==> src/rtl/gsim_sched_if.sv <==
// rtl/gsim_sched_if.sv - b-vector load, solver core and x-result stream bundle for gsim_sched
interface gsim_sched_if;
  logic [15:0] b_in;
  logic        b_valid;
  logic        b_ready;
  logic        core_rst;
  logic        core_in_en;
  logic [15:0] core_b;
  logic        core_out_valid;
  logic [31:0] core_x;
  logic [31:0] x_data;
  logic        x_valid;
  logic        x_ready;
  logic        x_last;
  logic [2:0]  x_tag;
  logic        err;
  logic [2:0]  err_tag;

  modport master (
    input  b_in, b_valid, core_out_valid, core_x, x_ready,
    output b_ready, core_rst, core_in_en, core_b,
           x_data, x_valid, x_last, x_tag, err, err_tag
  );

  modport slave (
    output b_in, b_valid, core_out_valid, core_x, x_ready,
    input  b_ready, core_rst, core_in_en, core_b,
           x_data, x_valid, x_last, x_tag, err, err_tag
  );
endinterface

==> src/rtl/gsim_sched.sv <==
// rtl/gsim_sched.sv - round-robin job scheduler for the Gauss-Seidel core; GSIM_SCHED_PERF_EN adds perf_cycles
module gsim_sched #(
  parameter int NREQ    = 2,
  parameter int VEC_LEN = 16,
  parameter int TIMEOUT = 4096
) (
  input  logic            clk,
  input  logic            reset,
  input  logic [NREQ-1:0] req,
  output logic [NREQ-1:0] gnt,
  gsim_sched_if.master    bus
`ifdef GSIM_SCHED_PERF_EN
  ,
  output logic [31:0]     perf_cycles
`endif
);

  localparam int IW = (VEC_LEN > 1) ? $clog2(VEC_LEN) : 1;
  localparam int TW = (TIMEOUT > 1) ? $clog2(TIMEOUT) : 1;
  localparam logic [IW-1:0] ILAST = IW'(VEC_LEN - 1);
  localparam logic [TW-1:0] TLAST = TW'(TIMEOUT - 1);

  typedef enum logic [2:0] {IDLE, CLR, LOAD, RUN, CAPT, DRAIN} state_t;

  state_t          state, state_n;
  logic [2:0]      rr_ptr, gidx, sel_idx, rr_nxt;
  logic            sel_found;
  logic [NREQ-1:0] sel_oh;
  logic [IW-1:0]   beat, idx;
  logic [TW-1:0]   tcnt;
  logic [31:0]     xbuf [VEC_LEN];
  logic            core_rst_q, err_q;
  logic [2:0]      err_tag_q;

  logic            b_ready, core_in_en, x_valid, x_last;
  logic [15:0]     core_b;
  logic [31:0]     x_data;
  logic [2:0]      x_tag;

  // First pending requester at or above the rr pointer, wrapping at NREQ.
  always_comb begin
    int k;
    k         = 0;
    sel_found = 1'b0;
    sel_idx   = '0;
    sel_oh    = '0;
    for (int i = 0; i < NREQ; i++) begin
      k = int'(rr_ptr) + i;
      if (k >= NREQ) k = k - NREQ;
      if (!sel_found && req[k]) begin
        sel_found = 1'b1;
        sel_idx   = 3'(k);
      end
    end
    for (int i = 0; i < NREQ; i++) sel_oh[i] = (sel_idx == 3'(i));
  end

  assign rr_nxt = (gidx == 3'(NREQ - 1)) ? 3'd0 : gidx + 3'd1;

  always_ff @(posedge clk or posedge reset) begin
    if (reset) state <= IDLE;
    else       state <= state_n;
  end

  always_comb begin
    state_n    = state;
    b_ready    = 1'b0;
    core_in_en = 1'b0;
    core_b     = '0;
    x_valid    = 1'b0;
    x_data     = '0;
    x_last     = 1'b0;
    x_tag      = '0;
    case (state)
      IDLE: if (sel_found) state_n = CLR;
      CLR:  state_n = LOAD;
      LOAD: begin
        b_ready = 1'b1;
        if (bus.b_valid) begin
          core_in_en = 1'b1;
          core_b     = bus.b_in;
          if (beat == ILAST) state_n = RUN;
        end
      end
      RUN: begin
        if (bus.core_out_valid) state_n = CAPT;
        else if (tcnt == TLAST) state_n = IDLE;
      end
      CAPT: if (idx == ILAST) state_n = DRAIN;
      DRAIN: begin
        x_valid = 1'b1;
        x_data  = xbuf[idx];
        x_tag   = gidx;
        x_last  = (idx == ILAST);
        if (bus.x_ready && idx == ILAST) state_n = IDLE;
      end
      default: state_n = IDLE;
    endcase
  end

  always_ff @(posedge clk or posedge reset) begin
    if (reset) begin
      gnt        <= '0;
      gidx       <= '0;
      rr_ptr     <= '0;
      beat       <= '0;
      idx        <= '0;
      tcnt       <= '0;
      core_rst_q <= 1'b1;
      err_q      <= 1'b0;
      err_tag_q  <= '0;
    end else begin
      core_rst_q <= (state_n == CLR);
      err_q      <= 1'b0;
      case (state)
        IDLE: begin
          if (sel_found) begin
            gidx <= sel_idx;
            gnt  <= sel_oh;
            beat <= '0;
          end
        end
        LOAD: begin
          if (bus.b_valid) begin
            beat <= beat + 1'b1;
            if (beat == ILAST) tcnt <= '0;
          end
        end
        RUN: begin
          tcnt <= tcnt + 1'b1;
          if (bus.core_out_valid) begin
            idx <= IW'(1);
          end else if (tcnt == TLAST) begin
            err_q     <= 1'b1;
            err_tag_q <= gidx;
            gnt       <= '0;
            rr_ptr    <= rr_nxt;
          end
        end
        CAPT: idx <= (idx == ILAST) ? '0 : idx + 1'b1;
        DRAIN: begin
          if (bus.x_ready) begin
            if (idx == ILAST) begin
              idx    <= '0;
              gnt    <= '0;
              rr_ptr <= rr_nxt;
            end else begin
              idx <= idx + 1'b1;
            end
          end
        end
        default: ;
      endcase
    end
  end

  // Once converged the core streams every cycle, so CAPT never waits on out_valid.
  always_ff @(posedge clk) begin
    if (state == RUN && bus.core_out_valid) xbuf[0] <= bus.core_x;
    else if (state == CAPT)                 xbuf[idx] <= bus.core_x;
  end

`ifdef GSIM_SCHED_PERF_EN
  logic [31:0] perf_cnt;

  always_ff @(posedge clk or posedge reset) begin
    if (reset) begin
      perf_cnt    <= '0;
      perf_cycles <= '0;
    end else begin
      if (state == CLR) perf_cnt <= '0;
      else if (state == LOAD || state == RUN || state == CAPT) perf_cnt <= perf_cnt + 32'd1;
      if ((state == CAPT && state_n == DRAIN) || (state == RUN && state_n == IDLE))
        perf_cycles <= perf_cnt + 32'd1;
    end
  end
`endif

  assign bus.b_ready    = b_ready;
  assign bus.core_rst   = core_rst_q;
  assign bus.core_in_en = core_in_en;
  assign bus.core_b     = core_b;
  assign bus.x_data     = x_data;
  assign bus.x_valid    = x_valid;
  assign bus.x_last     = x_last;
  assign bus.x_tag      = x_tag;
  assign bus.err        = err_q;
  assign bus.err_tag    = err_tag_q;

endmodule

==> src/flat_wrapper.sv <==
// flat-port wrapper written by rule: the top's interface ports become plain ports
module gsim_sched_flat 
#(
  parameter int NREQ    = 2,
  parameter int VEC_LEN = 16,
  parameter int TIMEOUT = 4096
)
  (clk, reset, req, gnt, bus_b_in, bus_b_valid, bus_core_out_valid, bus_core_x, bus_x_ready, bus_b_ready, bus_core_rst, bus_core_in_en, bus_core_b, bus_x_data, bus_x_valid, bus_x_last, bus_x_tag, bus_err, bus_err_tag);
  gsim_sched_if bus_i ();
  input  logic clk;
  input  logic reset;
  input  logic [NREQ-1:0] req;
  output logic [NREQ-1:0] gnt;
  input wire logic [$bits(bus_i.b_in)-1:0] bus_b_in;
  input wire logic [$bits(bus_i.b_valid)-1:0] bus_b_valid;
  input wire logic [$bits(bus_i.core_out_valid)-1:0] bus_core_out_valid;
  input wire logic [$bits(bus_i.core_x)-1:0] bus_core_x;
  input wire logic [$bits(bus_i.x_ready)-1:0] bus_x_ready;
  output wire logic [$bits(bus_i.b_ready)-1:0] bus_b_ready;
  output wire logic [$bits(bus_i.core_rst)-1:0] bus_core_rst;
  output wire logic [$bits(bus_i.core_in_en)-1:0] bus_core_in_en;
  output wire logic [$bits(bus_i.core_b)-1:0] bus_core_b;
  output wire logic [$bits(bus_i.x_data)-1:0] bus_x_data;
  output wire logic [$bits(bus_i.x_valid)-1:0] bus_x_valid;
  output wire logic [$bits(bus_i.x_last)-1:0] bus_x_last;
  output wire logic [$bits(bus_i.x_tag)-1:0] bus_x_tag;
  output wire logic [$bits(bus_i.err)-1:0] bus_err;
  output wire logic [$bits(bus_i.err_tag)-1:0] bus_err_tag;
  assign bus_i.b_in = bus_b_in;
  assign bus_i.b_valid = bus_b_valid;
  assign bus_i.core_out_valid = bus_core_out_valid;
  assign bus_i.core_x = bus_core_x;
  assign bus_i.x_ready = bus_x_ready;
  assign bus_b_ready = bus_i.b_ready;
  assign bus_core_rst = bus_i.core_rst;
  assign bus_core_in_en = bus_i.core_in_en;
  assign bus_core_b = bus_i.core_b;
  assign bus_x_data = bus_i.x_data;
  assign bus_x_valid = bus_i.x_valid;
  assign bus_x_last = bus_i.x_last;
  assign bus_x_tag = bus_i.x_tag;
  assign bus_err = bus_i.err;
  assign bus_err_tag = bus_i.err_tag;
  gsim_sched #(.NREQ(NREQ), .VEC_LEN(VEC_LEN), .TIMEOUT(TIMEOUT)) u_core (.clk(clk), .reset(reset), .req(req), .gnt(gnt), .bus(bus_i));
endmodule
==> config.mk <==
export PLATFORM = sky130hd
export DESIGN_NAME = gsim_sched_flat
export DESIGN_NICKNAME = d
export VERILOG_FILES = /design/src/rtl/gsim_sched_if.sv /design/src/rtl/gsim_sched.sv /design/src/flat_wrapper.sv
export SDC_FILE = /design/constraint.sdc
export NUM_CORES = 1
export LEC_CHECK = 0
export CORE_MARGIN = 2
export CORE_UTILIZATION = 36
export CTS_BUF_LIST = sky130_fd_sc_hd__clkbuf_8
export CTS_CLUSTER_SIZE = 25
export DETAILED_ROUTE_END_ITERATION = 8
export PLACE_DENSITY = 0.64
export SLEW_MARGIN = 20
export SYNTH_ARGS = -nofsm -noshare
export SYNTH_HDL_FRONTEND = slang
export SYNTH_SLANG_ARGS = --single-unit
==> constraint.sdc <==
create_clock -name clk -period 9.29 [get_ports clk]
set_input_delay 2.3225 -clock clk [delete_from_list [all_inputs] [get_ports clk]]
set_output_delay 2.3225 -clock clk [all_outputs]
set_load 0.02 [all_outputs]
==> results by group <==
STA
  • Worst-margin pin slew: 1.04 ns
  • Highest clock rate: 0.155 GHz
  • Fin. Hold Viols: 0
  • Final Max Slew Viols: 0
  • Unrepaired setup endpoints after global routing: false
  • Setup violators final: 0
  • Setup Total Neg Slack: 0 ns
  • Tmin final: 6.45 ns
  • Tcrit/Tclk final: 0.694
  • Relative slew slack: 0.300
  • Skew final: 0.0407 ns
  • Setup ws final: 2.84 ns

Yosys
  • Post-synth EDFFs: 512
  • Synth area leader: edfxtp_1
  • Area contributors post-synth: edfxtp_1, mux4_2, dfrtp_1, and2_1, nor2_1
  • #FFs+latches synth: 548
  • Distinct cells, synth: 48
  • Post-Synthesis Cells: 993
  • Post-Synthesis Cell Area: 21600 sq um
  • Post-synth net total: 1057
  • Share of the synthesized area in the top cell type: 0.713
  • Synth warn: 0
  • Syn_area_per_cell: 21.7 sq um
  • Synth cell count leaders: edfxtp_1, mux4_2, nor2_1
  • Count leader, synth: edfxtp_1
  • Post-synth top flop: edfxtp_1
  • FFs w/ async S/R, synth: 0.0657
  • Register area share after synthesis: 0.755

Detailed routing
  • Total vias in the final route: 10500
  • DR vias/cell: 5.20
  • Drt pass-1 iters: 7
  • # DRC: 15
  • WL/cell: 23.1 um
  • Routed Antenna Nets: 0
  • DR iter-0 viols: 978
  • Routed wire length: 46600 um

Power and ir drop
  • Maximum VDD drop: 0.117 mV
  • Leak Pwr: 8.22 nW
  • Power density cells: 230 nW/um^2
  • Total chip power: 5.83 mW

Placement
  • Worst slack, placed: 2.91 ns
  • DP Cell Count: 1859
  • Placed cell area: 23800 sq um
  • Port bufs: 116
  • GPL Wtd Cong: 0.726
  • Dpl hpwl: 24400 um

Floorplanning
  • Initial Util: 0.365
  • Die Area: 61800 sq um
  • Std cell rows: 89
  • Die Wd: 249 um
  • Core area: 59100 sq um
  • Die height: 249 um
  • Top Ports: 117

Clocking
  • Root Buffer: clkbuf_8
  • CTS Buf Count: 88
  • Clock tree sinks: 548
  • Hold-fix buffers, CTS: 0
  • Clock Latency Late Sink: 0.67 ns
  • TritonCTS clock tree: yes
  • Reg clk slew, reported paths: 0.06 ns
  • Gates resized, CTS repair: 0
  • Post-CTS Setup Bufs: 0
  • Clock Path Buffers: 3
  • Htree depth: 3

Status
  • Status: finished, violations left
  • Failing checks: design-rule violations

Global routing
  • Initial antenna violation count: 3
  • All-Layer GR Usage: 0.152
  • First-pass GRT wire length: 70000 um
  • Largest net degree at the start of global routing: 119
  • Gr ovfl total: 0
  • Vias in the first global route: 11000

Min path
  • Hold Path Class: register to register

Setup path
  • Worst setup SP type: register
  • Crit path max fanout: 118
  • Crit end category: output pin
  • Critical path class: register to output pin
  • Critical Path RT: 6.97 ns
  • Worst path arrival time: 4.13 ns

Final layout
  • Diodes inserted: 0
  • Filler cells: 5093
  • Post-route insts no fill: 2017
  • Synthesis-to-layout area growth: 17.8%
  • Footprint of the multi-input gates: 5130 sq um
  • Final Net Count: 1240
  • Layout cells sized above 1: 0.260
  • Register area: 16300 sq um
  • Post-layout instance area: 25400 sq um

Job
  • Max-capacitance violation count: 0
registers in the layout, summed over array words and instances (netlist names), 2 cells and up:
name,flops
u_core.xbuf,512
u_core.gnt,2
u_core.gidx,3
u_core.state,3
u_core.bus.err_tag,3
u_core.beat,4
u_core.rr_ptr,3
u_core.tcnt,12
u_core.idx,4
kinds of logic after synthesis:
family                   synth area share
flip-flops                          0.755
XOR/XNOR                          0.00488
multiplexers                        0.171
buffers and inverters              0.0126
adder cells (fa/ha/maj)           0.00522
AO/OA/AOI/OAI                      0.0107
AND/OR/NAND/NOR                    0.0401
final timing paths:
check	cells after the start	slack (ns)	from	to
worst max register to register	4	5.60	u_core.idx[0]	u_core.xbuf[3][21]
max in group asynchronous	3	6.83	reset	u_core.idx[1]
worst min-delay path	2	0.50	u_core.gnt[0]	u_core.gnt[0]
worst min register to register	2	0.50	u_core.gnt[0]	u_core.gnt[0]
min in group asynchronous	3	2.09	reset	u_core.state[2]
worst max-delay path	5	2.84	u_core.idx[0]	bus_x_data[11]
routing by layer:
metal	wire, um	share of wire	track usage	vias to the layer above
li1	-	-	-	4508
met1	20300	0.43	0.212	5569
met2	22700	0.49	0.243	343
met3	2900	0.062	0.0330	74
met4	778	0.017	0.0436	4
met5	22	0.00047	0	-
cell usage in the layout (no fill, tap or decap), drive strengths merged, types with 8 or more instances in the layout:
cell	netlist	layout
o21ai	14	14
nand3	8	8
a21oi	10	10
buf	24	25
xor2	9	9
ha	9	9
mux4	160	160
and2	34	34
clkbuf	24	91
edfxtp	512	512
clkinv	0	24
clkdlybuf4s50	0	116
inv	10	51
nand2	26	26
dfrtp	35	35
nor2	37	37
and3	20	20
area by class of cell:
class | instances | area share
clock buffers | 91 | 0.0493
multi-input cells | 387 | 0.202
inverters | 10 | 0.00148
flip-flops and latches | 548 | 0.641
clock inverters | 67 | 0.0142
well taps | 773 | 0.0381
repair buffers | 141 | 0.0536
critical path, stage by stage, from the launching register on:
cell and delay (ns):
dfrtp_4 0.74, buf_12 0.65, mux4_2 0.61, mux4_2 0.53, and2_1 0.18, clkdlybuf4s50_1 0.53
stage by stage:
stage / util / hold WS (ns)
CTS: 0.429 / 0.503
finish: 0.429 / 0.496
global placement: 0.402 / 0.476
floorplan: - / 0.478
detailed placement: 0.402 / 0.491
global route: 0.429 / 0.535
where the power goes:
group	switching (mW)	internal, mW	leakage [nW]
combinational	0.525	0.535	2.21
clock	0.931	0.972	0.966
sequential	0.0829	2.79	5.04
total	1.54	4.30	8.22
No activity file was read; power rests on OpenSTA's default activity.
